## config.mk

```make
export PLATFORM = sky130hd
export DESIGN_NAME = trng_sample_ctrl
export DESIGN_NICKNAME = d
export VERILOG_FILES = /design/src/rtl/trng_sample_ctrl.sv
export SDC_FILE = /design/constraint.sdc
export NUM_CORES = 1
export LEC_CHECK = 0
export ABC_AREA = 0
export ABC_CLOCK_PERIOD_IN_PS = 2500
export CAP_MARGIN = 20
export CORE_MARGIN = 2
export CORE_UTILIZATION = 40
export DETAILED_ROUTE_END_ITERATION = 16
export PLACE_DENSITY = 0.71
export SKIP_LAST_GASP = 1
export SLEW_MARGIN = 20
export SYNTH_ARGS = -nofsm -noshare
export SYNTH_HDL_FRONTEND = slang
export SYNTH_SLANG_ARGS = --single-unit
```

## constraint.sdc

```tcl
create_clock -name clk -period 2.5 [get_ports clk]
set_input_delay 0.25 -clock clk [delete_from_list [all_inputs] [get_ports clk]]
set_output_delay 0.25 -clock clk [all_outputs]
set_load 0.005 [all_outputs]
```

## src/rtl/trng_sample_ctrl.sv

```systemverilog
`default_nettype none
// +--------------------------------------------------------------------------+
// | Module   : trng_sample_ctrl                                              |
// | Purpose  : Ring-oscillator entropy sequencer. Enables the oscillator,    |
// |            waits a warm-up period, then samples the synchronized raw bit |
// |            at a divided rate. Each sample goes through a repetition-count|
// |            health test. Accepted bits are packed MSB-first into a byte,  |
// |            and the byte is offered on a valid/ready handshake.           |
// | Ports    : clk, rst_n (async, active-low), start (level request),        |
// |            osc_bit (async raw bit), osc_en, rnd_byte/rnd_valid/rnd_ready,|
// |            busy, health_fail.                                            |
// | Options  : TRNG_VN_DEBIAS_EN -- von Neumann pair debiasing of samples.   |
// | Revision : 1.0  initial release                                          |
// +--------------------------------------------------------------------------+
module trng_sample_ctrl #(
    parameter int WARMUP_CYCLES = 64,
    parameter int SAMPLE_DIV    = 8,
    parameter int REP_LIMIT     = 16
) (
    input  logic       clk,
    input  logic       rst_n,
    input  logic       start,
    input  logic       osc_bit,
    output logic       osc_en,
    output logic [7:0] rnd_byte,
    output logic       rnd_valid,
    input  logic       rnd_ready,
    output logic       busy,
    output logic       health_fail
);

    localparam int WARM_W = (WARMUP_CYCLES > 1) ? $clog2(WARMUP_CYCLES) : 1;
    localparam int DIV_W  = (SAMPLE_DIV > 1) ? $clog2(SAMPLE_DIV) : 1;
    localparam int RUN_W  = $clog2(REP_LIMIT + 1);

    localparam logic [WARM_W-1:0] c_WARM_LAST = WARM_W'(WARMUP_CYCLES - 1);
    localparam logic [DIV_W-1:0]  c_DIV_LAST  = DIV_W'(SAMPLE_DIV - 1);
    localparam logic [RUN_W-1:0]  c_REP_LIMIT = RUN_W'(REP_LIMIT);

    localparam logic [2:0] c_IDLE   = 3'd0;
    localparam logic [2:0] c_WARMUP = 3'd1;
    localparam logic [2:0] c_SAMPLE = 3'd2;
    localparam logic [2:0] c_DONE   = 3'd3;
    localparam logic [2:0] c_FAIL   = 3'd4;

    logic [2:0]        state_q, state_d;
    logic [1:0]        sync_q, sync_d;
    logic [WARM_W-1:0] warm_cnt_q, warm_cnt_d;
    logic [DIV_W-1:0]  div_cnt_q, div_cnt_d;
    logic [RUN_W-1:0]  run_cnt_q, run_cnt_d;
    logic              prev_q, prev_d;
    logic [2:0]        bit_cnt_q, bit_cnt_d;
    logic [7:0]        shift_q, shift_d;
    logic [7:0]        byte_q, byte_d;
    logic              osc_en_q, osc_en_d;
    logic              rnd_valid_q, rnd_valid_d;
    logic              busy_q, busy_d;
    logic              health_fail_q, health_fail_d;
`ifdef TRNG_VN_DEBIAS_EN
    logic              pair_q, pair_d;     // 1: first half of a pair is held
    logic              first_q, first_d;
`endif

    logic              clr;
    logic              strobe;
    logic              sample;
    logic              accept;
    logic              acc_bit;
    logic [RUN_W-1:0]  run_next;

    // ---------------- state / data registers ----------------
    always_ff @(posedge clk or negedge rst_n) begin
        if (!rst_n) begin
            state_q       <= c_IDLE;
            sync_q        <= 2'b00;
            warm_cnt_q    <= '0;
            div_cnt_q     <= '0;
            run_cnt_q     <= '0;
            prev_q        <= 1'b0;
            bit_cnt_q     <= 3'd0;
            shift_q       <= 8'h00;
            byte_q        <= 8'h00;
            osc_en_q      <= 1'b0;
            rnd_valid_q   <= 1'b0;
            busy_q        <= 1'b0;
            health_fail_q <= 1'b0;
`ifdef TRNG_VN_DEBIAS_EN
            pair_q        <= 1'b0;
            first_q       <= 1'b0;
`endif
        end else begin
            state_q       <= state_d;
            sync_q        <= sync_d;
            warm_cnt_q    <= warm_cnt_d;
            div_cnt_q     <= div_cnt_d;
            run_cnt_q     <= run_cnt_d;
            prev_q        <= prev_d;
            bit_cnt_q     <= bit_cnt_d;
            shift_q       <= shift_d;
            byte_q        <= byte_d;
            osc_en_q      <= osc_en_d;
            rnd_valid_q   <= rnd_valid_d;
            busy_q        <= busy_d;
            health_fail_q <= health_fail_d;
`ifdef TRNG_VN_DEBIAS_EN
            pair_q        <= pair_d;
            first_q       <= first_d;
`endif
        end
    end

    // ---------------- next-state and datapath ----------------
    always_comb begin
        state_d    = state_q;
        sync_d     = {sync_q[0], osc_bit};
        warm_cnt_d = warm_cnt_q;
        div_cnt_d  = div_cnt_q;
        run_cnt_d  = run_cnt_q;
        prev_d     = prev_q;
        bit_cnt_d  = bit_cnt_q;
        shift_d    = shift_q;
        byte_d     = byte_q;
        clr        = 1'b0;
        strobe     = 1'b0;
        sample     = sync_q[1];
        accept     = 1'b0;
        acc_bit    = 1'b0;
        run_next   = '0;
`ifdef TRNG_VN_DEBIAS_EN
        pair_d     = pair_q;
        first_d    = first_q;
`endif
        case (state_q)
            c_IDLE: begin
                clr = 1'b1;
                if (start) begin
                    state_d = c_WARMUP;
                end
            end
            c_WARMUP: begin
                if (!start) begin
                    state_d = c_IDLE;
                    clr     = 1'b1;
                end else if (warm_cnt_q == c_WARM_LAST) begin
                    state_d = c_SAMPLE;
                    clr     = 1'b1;   // divider, run counter and pair phase start fresh
                end else begin
                    warm_cnt_d = warm_cnt_q + 1'b1;
                end
            end
            c_SAMPLE: begin
                if (!start) begin
                    // Abort takes priority over a coincident strobe.
                    state_d = c_IDLE;
                    clr     = 1'b1;
                end else begin
                    if (div_cnt_q == c_DIV_LAST) begin
                        div_cnt_d = '0;
                        strobe    = 1'b1;
                    end else begin
                        div_cnt_d = div_cnt_q + 1'b1;
                    end
                    if (strobe) begin
                        // A zero run count marks the first sample after entry.
                        run_next  = ((run_cnt_q != '0) && (sample == prev_q)) ?
                                    run_cnt_q + 1'b1 : RUN_W'(1);
                        run_cnt_d = run_next;
                        prev_d    = sample;
                        if (run_next == c_REP_LIMIT) begin
                            // The failing bit is dropped, so no byte can finish here.
                            state_d = c_FAIL;
                        end else begin
`ifdef TRNG_VN_DEBIAS_EN
                            if (!pair_q) begin
                                pair_d  = 1'b1;
                                first_d = sample;
                            end else begin
                                pair_d  = 1'b0;
                                accept  = (first_q != sample);
                                acc_bit = first_q;
                            end
`else
                            accept  = 1'b1;
                            acc_bit = sample;
`endif
                        end
                    end
                    if (accept) begin
                        shift_d = {shift_q[6:0], acc_bit};
                        if (bit_cnt_q == 3'd7) begin
                            state_d   = c_DONE;
                            byte_d    = {shift_q[6:0], acc_bit};
                            bit_cnt_d = 3'd0;
                        end else begin
                            bit_cnt_d = bit_cnt_q + 3'd1;
                        end
                    end
                end
            end
            c_DONE: begin
                if (rnd_valid_q && rnd_ready) begin
                    state_d = c_IDLE;
                end
            end
            c_FAIL: begin
                if (!start) begin
                    state_d = c_IDLE;
                end
            end
            default: begin
                state_d = c_IDLE;
            end
        endcase

        if (clr) begin
            warm_cnt_d = '0;
            div_cnt_d  = '0;
            run_cnt_d  = '0;
            bit_cnt_d  = 3'd0;
            shift_d    = 8'h00;
`ifdef TRNG_VN_DEBIAS_EN
            pair_d     = 1'b0;
`endif
        end
    end

    // ---------------- registered outputs, decoded from next state ----------------
    always_comb begin
        osc_en_d      = (state_d == c_WARMUP) || (state_d == c_SAMPLE);
        rnd_valid_d   = (state_d == c_DONE);
        busy_d        = (state_d != c_IDLE);
        health_fail_d = (state_d == c_FAIL);
    end

    assign osc_en      = osc_en_q;
    assign rnd_byte    = byte_q;
    assign rnd_valid   = rnd_valid_q;
    assign busy        = busy_q;
    assign health_fail = health_fail_q;

endmodule
`default_nettype wire

```

Yosys cells after proc, flatten, opt, wreduce, memory -nomap -nowiden
Cells that the tools add are included.
{ "word_totals": {"register_bits": 42, "in_bits": 5, "output_inout_bits": 12, "word_cells": 94} }
{ "op_classes": {"addsub": 4, "n_eq_ne": 14, "mux": 46, "reduce_logical": 17} }
{ "op_table": {"columns": ["op", "n"], "rows": [
  ["two-way mux 3 bit", 19],
  ["two-way mux 7 bit", 4],
  ["two-way mux 5 bit", 5],
  ["two-way mux 6 bit", 4],
  ["one-hot mux 3 bit (5 select lines)", 1],
  ["== test 3 x 2 -> 1 bit, second input constant", 4],
  ["== test 3 bit, second input constant", 4],
  ["two-way mux 1 bit", 12],
  ["AND reduction 3 bit", 4],
  ["nonzero test 2 bit", 5],
  ["adder 3 x 1 -> 3 bit, second input constant", 2],
  ["adder 6 x 1 -> 6 bit, second input constant", 1],
  ["== test 3 x 1 -> 1 bit, second input constant", 2],
  ["== test 6 bit, second input constant", 1],
  ["adder 5 x 1 -> 5 bit, second input constant", 1],
  ["== test 5 bit, second input constant", 1],
  ["nonzero test 5 bit", 1],
  ["AND reduction 4 bit", 1],
  ["zero test 3 bit", 1],
  ["one-hot mux 1 bit (3 select lines)", 1],
  ["nonzero test 3 bit", 1],
  ["logical AND 1 bit", 2],
  ["inequality test 2 bit, second input constant", 1],
  ["AND reduction 2 bit", 1],
  ["other kinds (2)", 2]
]} }

Longest topological paths before layout
{ "logic_depth": {"word_depth": 13, "ltp_mapped": 8, "ltp_nobuf": 8} }

Least setup slack after synthesis
OpenSTA, ideal clock, no wires.
{ "synth_timing": {"path_kind": "register -> register", "start": "register run_cnt_q[0]", "end": "register busy_q, in the netlist busy", "setup_time_ns": 0.136, "arrival_ns": 1.721, "t_required_ns": 2.364, "setup_slack_ns": 0.643, "stages_incl_launch_ff": 7, "n_path_buf": 0, "period_less_slack_ns": 1.857, "cell_sequence": "dfrtp_1 inv_1 ha_1 nor3_2 a31oi_2 a2111oi_4 nand3b_1"} }
{ "synth_between": {"elab_chain_cells": 12, "word_cells_on_any_way": 16, "cone_classes": "add/sub: 1; eq/ne: 1; mux: 11; reduce/logical: 3"} }
{ "synth_rtl": {"columns": ["item", "line_no", "source"], "rows": [
  ["start: declaration", "50", "logic [RUN_W-1:0] run_cnt_q, run_cnt_d;"],
  ["start signal: assignment", "96", "run_cnt_q <= run_cnt_d;"],
  ["branches (longest 2 deep; another with adder 5 x 1 -> 5 bit)", null, null],
  ["two-way mux 5 bit (*)", "165", "run_next = ((run_cnt_q != '0) && (sample == prev_q)) ?"],
  ["== test 5 bit (*)", "169", "if (run_next == c_REP_LIMIT) begin"],
  ["two-way mux 1 bit", "169", null],
  ["two-way mux 1 bit", "163", "if (strobe) begin"],
  ["two-way mux 1 bit", "152", "if (!start) begin"],
  ["two-way mux 1 bit", "133", "case (state_q)"],
  ["two-way mux 3 bit (*)", "188", "if (accept) begin"],
  ["two-way mux 3 bit (*)", "152", null],
  ["one-hot mux 3 bit (5 select lines) (*)", "133", null],
  ["nonzero test 3 bit (*)", "231", "busy_d = (state_d != c_IDLE);"],
  ["via busy_d", "57", "logic busy_q, busy_d;"],
  ["end signal: assignment", "103", "busy_q <= busy_d;"],
  ["end: declaration", "57", null]
]} }
Mark *: on every way through the listed nets, which the timed path passes. The select of a mux whose other input is x is not followed.
A chain may end at the register's enable or synchronous reset.

Worst setup path in the final report
{ "layout_timing": {"start": "register run_cnt_q[1]", "end": "register busy_q, in the netlist busy"} }
Same word-level chain as after synthesis.

==> metrics.txt <==
largest cells by area after synthesis sky130_fd_sc_hd__dfrtp_1, sky130_fd_sc_hd__nand2_1, sky130_fd_sc_hd__mux2_4; Clock Sink Count 42; final setup fails 0; number of unique standard cell types used by synthesis 45; die extent in x 75.5 µm; Period minus WS final 2.07 ns; DP Area 2290 µm²; final number of max-transition violations 0; Worst Path Max Fanout 5; final clock skew 0.00771 ns; Non-Filler Instances 277; first-pass GRT wire length 6.30 mm; run status complete, no violations; Placeable Area 5010 µm²; effective utilization at floorplan 40.9%; Routed Antenna Nets 0; initial DRC count 65; list of most frequent post-synthesis cells sky130_fd_sc_hd__dfrtp_1, sky130_fd_sc_hd__nand2_1, sky130_fd_sc_hd__nor2_1; number of antenna violations at the first check in global routing 0; total half-perimeter wirelength after legalization and detailed placement 2.69 mm; clock tree from TritonCTS built; Synth warnings 0; Critical Setup Path Class reg -> reg; Die Ht 75.5 µm; Main synth FF type sky130_fd_sc_hd__dfrtp_1; type of destination of the critical path register; insertion delay to the later sink of the worst-skew pair 0.30 ns; top-area cell type share of the netlist area 51.3%; Root Buffer sky130_fd_sc_hd__clkbuf_8; Max H-tree Level 2; total congestion overflow 0; total number of placement rows 26; Crit path arrival time 2.25 ns; Fmax achieved 483 MHz; Post-Place Cells 269; count of nets after finishing 218; Port Buffers 16; fin crit share 82.8%; weighted congestion reported at the end of routability-driven placement 0.810; WHS 0.0796 ns; Syn-to-layout area delta 16.6%; post-detailed-route wirelength per cell 13.6 µm; number of enable flip-flop cells after synthesis 0; unrepaired setup endpoints after global routing no; headroom to the max-slew limit 38.3%; Critical Path Start Type register; final hold violations 0; Avg Synthesized Cell Area 11.1 µm²; cell type contributing the most total cell area after synthesis sky130_fd_sc_hd__dfrtp_1; average via count per standard cell 4.91; hold bufs inserted after CTS 0; die outline area 5710 µm²; worst hold path class in -> async; total global routing track utilization 14.9%; FFs w/ async S/R, synth 100%; library cell with the highest instance count after synthesis sky130_fd_sc_hd__dfrtp_1; vias after detailed routing 1360; required time of the worst setup path 2.68 ns; post-synthesis instance area 2050 µm²; top-level port count 17; number of iterations in the first detailed-routing pass 4; flop and latch count out of synthesis 42; Post-Route WL 3.76 mm; pwr/cell area 587 nW/µm²; Fin Setup TNS 0 ns; maximum capacitance violations 0; Post CTS Setup Buffer Count 0; Gate Count Post-Synth 185; # fillers 461; CTS-repair resized insts 0; peak ir drop on the vdd network 404 µV; Final Cell Area 2390 µm²; largest net degree at the start of global routing 43; share of cells above drive strength 1 18.4%; total design power 1.40 mW; number of global-route vias before repair 1376; Static Leak 1.09 nW; residual DRC count 0; Antenna diodes 0; buffer levels on the longest clock path 2; clock transition at the register clock pins on the worst setup and hold paths after CTS 0.08 ns; sequential element share of the synthesized area 51.3%; cts bufs inserted 5; syn nets 197; Tightest Pin Transition 0.925 ns
==> power by group <==
part	switching, mW	internal, mW	total [mW]
Sequential	0.0294	0.707	0.737
Combinational	0.121	0.0894	0.210
Clock	0.252	0.201	0.454
Total	0.402	0.998	1.40
==> worst max-delay path, cell delays in order (launching register included) <==
cell and delay (ns):
sky130_fd_sc_hd__dfrtp_1 0.45, sky130_fd_sc_hd__ha_1 0.29, sky130_fd_sc_hd__xor2_1 0.17, sky130_fd_sc_hd__nor3_2 0.31, sky130_fd_sc_hd__a31oi_2 0.17, sky130_fd_sc_hd__a2111oi_4 0.44, sky130_fd_sc_hd__nand3b_1 0.11
==> state kept, by name, indices dropped and copies added, names as in the netlist <==
name and flops:
busy 1, rnd_valid 1, shift_q 7, osc_en 1, sync_q 2, rnd_byte 8, run_cnt_q 5, bit_cnt_q 3
div_cnt_q 3, state_q 3, health_fail 1, warm_cnt_q 6, prev_q 1
==> final cells by class <==
class / count / area (µm²) / share of cell area (%)
flip-flops and latches: 42 / 1050 / 44.0
well taps: 70 / 87.6 / 3.67
repair buffers: 20 / 185 / 7.76
inverters: 6 / 22.5 / 0.943
clock buffers: 5 / 68.8 / 2.88
clock inverters: 3 / 25.0 / 1.05
multi-input cells: 131 / 947 / 39.7
==> cell families after synthesis <==
kind of cell / synth area share (%)
mux: 6.17
compound gates: 13.8
simple gates: 18.6
fa+ha+maj: 4.28
buf+inv: 2.38
xor+xnor: 3.42
flops: 51.3
==> through the flow <==
| step | util [%] | setup WS (ns) |
|---|---|---|
| after floorplan | - | 0.643 |
| after global routing | 47.7 | 0.268 |
| after global placement | 45.8 | 0.412 |
| after CTS | 47.7 | 0.423 |
| after detailed placement | 45.8 | 0.369 |
| final | 47.7 | 0.430 |
==> cells in the final DEF, fill, tap and decap left out, types with 2 or more instances in the layout <==
cell,count
sky130_fd_sc_hd__a211oi_1,2
sky130_fd_sc_hd__a21oi_1,6
sky130_fd_sc_hd__and4bb_2,2
sky130_fd_sc_hd__buf_4,4
sky130_fd_sc_hd__clkbuf_8,5
sky130_fd_sc_hd__clkdlybuf4s50_1,15
sky130_fd_sc_hd__dfrtp_1,42
sky130_fd_sc_hd__ha_1,7
sky130_fd_sc_hd__inv_1,5
sky130_fd_sc_hd__mux2_4,7
sky130_fd_sc_hd__nand2_1,30
sky130_fd_sc_hd__nand2_4,2
sky130_fd_sc_hd__nand3_1,4
sky130_fd_sc_hd__nand3b_1,2
sky130_fd_sc_hd__nand4_1,4
sky130_fd_sc_hd__nor2_1,13
sky130_fd_sc_hd__nor2b_1,3
sky130_fd_sc_hd__nor3_1,4
sky130_fd_sc_hd__o21a_1,3
sky130_fd_sc_hd__o21ai_0,5
sky130_fd_sc_hd__o21ai_1,6
sky130_fd_sc_hd__o32ai_1,2
sky130_fd_sc_hd__xnor2_1,2
sky130_fd_sc_hd__xor2_1,6
==> worst paths after layout <==
kind,to,cells after the start,slack (ns),from
max in group asynchronous,run_cnt_q[2],1,1.84,rst_n
hold reg to reg,sync_q[1],0,0.36,sync_q[0]
setup reg to reg,busy,6,0.43,run_cnt_q[1]
setup / recovery,busy,6,0.43,run_cnt_q[1]
hold / removal,warm_cnt_q[2],1,0.08,rst_n
min in group clk,sync_q[1],0,0.36,sync_q[0]
==> per-layer routing <==
metal	vias up	global-route usage, %	wire length (µm)
met4	0	5.85	67
li1	694	-	-
met1	645	20.3	1850
met5	-	0	0
met2	15	23.1	1740
met3	6	3.57	94
Note: power is estimated with default switching activity, not from simulation.
==> variant, RTL diff (same settings) <==
Add a define of `TRNG_VN_DEBIAS_EN`.
--- a/src/rtl/trng_sample_ctrl.sv
+++ b/src/rtl/trng_sample_ctrl.sv
@@ -14,2 +14,4 @@
 // +--------------------------------------------------------------------------+
+`define TRNG_VN_DEBIAS_EN
+
 module trng_sample_ctrl #(
Function: same outputs for any inputs over 10 cycles, from zero or initial values and one cycle with rst_n low; that may be too few to reach the edited logic, so the function may still have changed.
==> variant against the unedited design <==
Worst hold slack improved by 0.27 ns. Cell area is 1.6% higher. Wire length is 1.0% lower. Worst setup slack lost 0.27 ns. Synthesized cell count rose by 5.9%. Area after synthesis increased by 0.18%. Critical endpoint unchanged. Sequential cell count is 2 higher.
Power is not compared: it rests on default switching activity, and its combinational part moved more than twofold at a synthesized area within 25%.
==> variant: results (changes against the unedited design) <==
qor: status.result_of_the_run completed [unchanged]
qor: sta.clock-skew-final 0.0103 ns [was 0.00771 ns]
qor: clock_network.worst_skew_pair.late_latency 0.30 ns [about the same]
qor: yosys.cell_types_occupying_the_most_area_after_synthesis dfrtp_1 54%, nand2_1 6.4%, mux2_2 5.5% [was dfrtp_1 51%, nand2_1 5.5%, mux2_4 5.1%]
qor: yosys.synthesized_netlist_net_count 208 [was 197]
qor: power.total_leakage_power 1.10 nW
qor: placed_design.dp_slack 0.132 ns [was 0.369 ns]
qor: yosys.synth_fa_ha_area_share 4.27% [was 4.28%]
qor: placed_design.finalWeightedCongestion 0.883 [was 0.810]
qor: yosys.synth_xor_xnor_area_share 3.42% [about the same]
qor: worst_setup_path.worstPathMaxFanout 7 [was 5]
qor: sta.tightest_slew 0.533 ns [was 0.925 ns]
qor: placed_design.place.detailed.hpwl 2.59 mm [was 2.69 mm]
qor: routing.detail_route.first_pass.iterations 4 [unchanged]
qor: layout.nets 235 [was 218]
qor: placed_design.dpl_cell_area 0.00233 mm^2 [was 0.00229 mm^2]
qor: hold_path.worstHoldPathType reg -> reg [was in -> async]
qor: yosys.unique_cell_type_count_in_the_yosys_netlist 36 [was 45]
qor: routing.via_density_per_instance 5.08 [was 4.91]
qor: routing.wire_per_inst 12.6 um [was 13.6 um]
qor: routing.detailedRoute.firstIterationViolations 36 [was 65]
qor: global_routing.grt_pass1_wl 6.29 mm [was 6.30 mm]
qor: global_routing.first_global_vias 1383 [was 1376]
qor: clock_network.cts_hold_buf 1 [was 0]
qor: yosys.syn_area_per_cell 10.5 um^2 [was 11.1 um^2]
qor: worst_setup_path.reg2regPathDepth 7 [was 6]
qor: routing.route.final.wire_length 3.72 mm [was 3.76 mm]
qor: yosys.synth-compound-area-share 12.0% [was 13.8%]
qor: power.vdd_ir_drop_max 0.351 mV
qor: placed_design.placed_instance_count 285 [was 269]
qor: global_routing.groute.usage.overall 14.6% [was 14.9%]
qor: yosys.synth_commonest_cells 44 x dfrtp_1, 35 x nand2_1, 14 x o21ai_0, 13 x nor2_1, 10 x mux2_2 [was 42 x dfrtp_1, 30 x nand2_1, 13 x nor2_1, 7 x ha_1, 7 x mux2_4]
qor: layout.layout-drive-gt1-share 14.3% [was 18.4%]
qor: global_routing.pin_count_of_the_biggest_net_entering_global_routing 27 [was 43]
qor: yosys.yosysSeqAreaShare 53.7% [was 51.3%]
qor: yosys.async_flop_share 100% [unchanged]
qor: yosys.ys.flop_type dfrtp_1 [unchanged]
qor: worst_setup_path.crit-reg2reg-launch run_cnt_q[0]$_DFFE_PN0P_ [was run_cnt_q[1]$_DFFE_PN0P_]
qor: yosys.muxShareOfSynthArea 5.49% [was 6.17%]
qor: worst_setup_path.arrival 2.52 ns [was 2.25 ns]
qor: clock_network.root_buffer_cell clkbuf_8 [unchanged]
qor: worst_setup_path.reg2reg_setup_slack 0.16 ns [was 0.43 ns]
## variant: cell count changes in the layout (fill, tap and decap cells not counted), moves of 2 or more
| cell | delta |
|---|---|
| o32ai_1 | -2 |
| nand2_4 | -2 |
| nor3_1 | -2 |
| o21ai_0 | +9 |
| nand2b_1 | +2 |
| mux2_2 | +9 |
| nand2_1 | +5 |
| nand3_1 | +2 |
| clkbuf_1 | +2 |
| and3_1 | +4 |
| buf_4 | +3 |
| dfrtp_1 | +2 |
| mux2_4 | -7 |
## variant: logic make-up after synthesis
family / after synthesis
and+or+nand+nor: 79
DFF: 44
AOI/OAI and AO/OA: 39
muxes: 10
buffers and inverters: 9
xor gates and xnor gates: 8
adders and majority gates: 7
## variant: worst max-delay path by stage
stage	start	slack, ns	endpoint
floorplan	run_cnt_q[0]$_DFFE_PN0P_	0.37	busy$_DFF_PN0_
global placement	run_cnt_q[0]$_DFFE_PN0P_	0.26	busy$_DFF_PN0_
detailed placement	run_cnt_q[0]$_DFFE_PN0P_	0.13	busy$_DFF_PN0_
CTS	run_cnt_q[0]$_DFFE_PN0P_	0.15	busy$_DFF_PN0_
global route	run_cnt_q[0]$_DFFE_PN0P_	0.01	busy$_DFF_PN0_
finish	run_cnt_q[0]$_DFFE_PN0P_	0.16	busy$_DFF_PN0_
## variant: metal layers
metal,part of all wire [%],GRT usage (%),vias to the layer above
met3,3.8,3.44,5
li1,-,-,740
met4,1.4,5.65,0
met5,0,0,-
met2,46,24.2,24
met1,49,18.6,725
## variant: layout make-up
class	count	area, um^2
clock buffers	7	76.3
multi-input cells	143	916
flip-flops and latches	44	1100
clock inverters	1	8.76
fillers	464	2620
well taps	70	87.6
inverters	5	18.8
repair buffers	24	218
## variant: stage by stage
step | utilization [%] | hold slack [ns]
2_1_floorplan | - | -0.0456
3_3_place_gp | 46.2 | 0.206
3_5_place_dp | 46.2 | 0.208
4_1_cts | 48.1 | 0.354
5_1_grt | 48.1 | 0.378
6_report | 48.1 | 0.351
## variant: power by group through the flow
stage | Combinational, mW | Clock (mW) | Sequential, mW
after floorplan | 0.0139 | 0 | 0.734
after global placement | 0.0460 | 0 | 0.735
after detailed placement | 0.0463 | 0 | 0.735
after CTS | 0.0479 | 0.451 | 0.721
after global routing | 0.0529 | 0.475 | 0.722
final | 0.0460 | 0.435 | 0.721
## variant: worst max-delay path, cell delays in order, from the launching register on
cell and delay, ns:
dfrtp_1 0.44, inv_1 0.07, ha_1 0.30, nand2b_1 0.18, nor4_4 0.32, nand2_1 0.17
a221oi_2 0.37, or3b_1 0.38
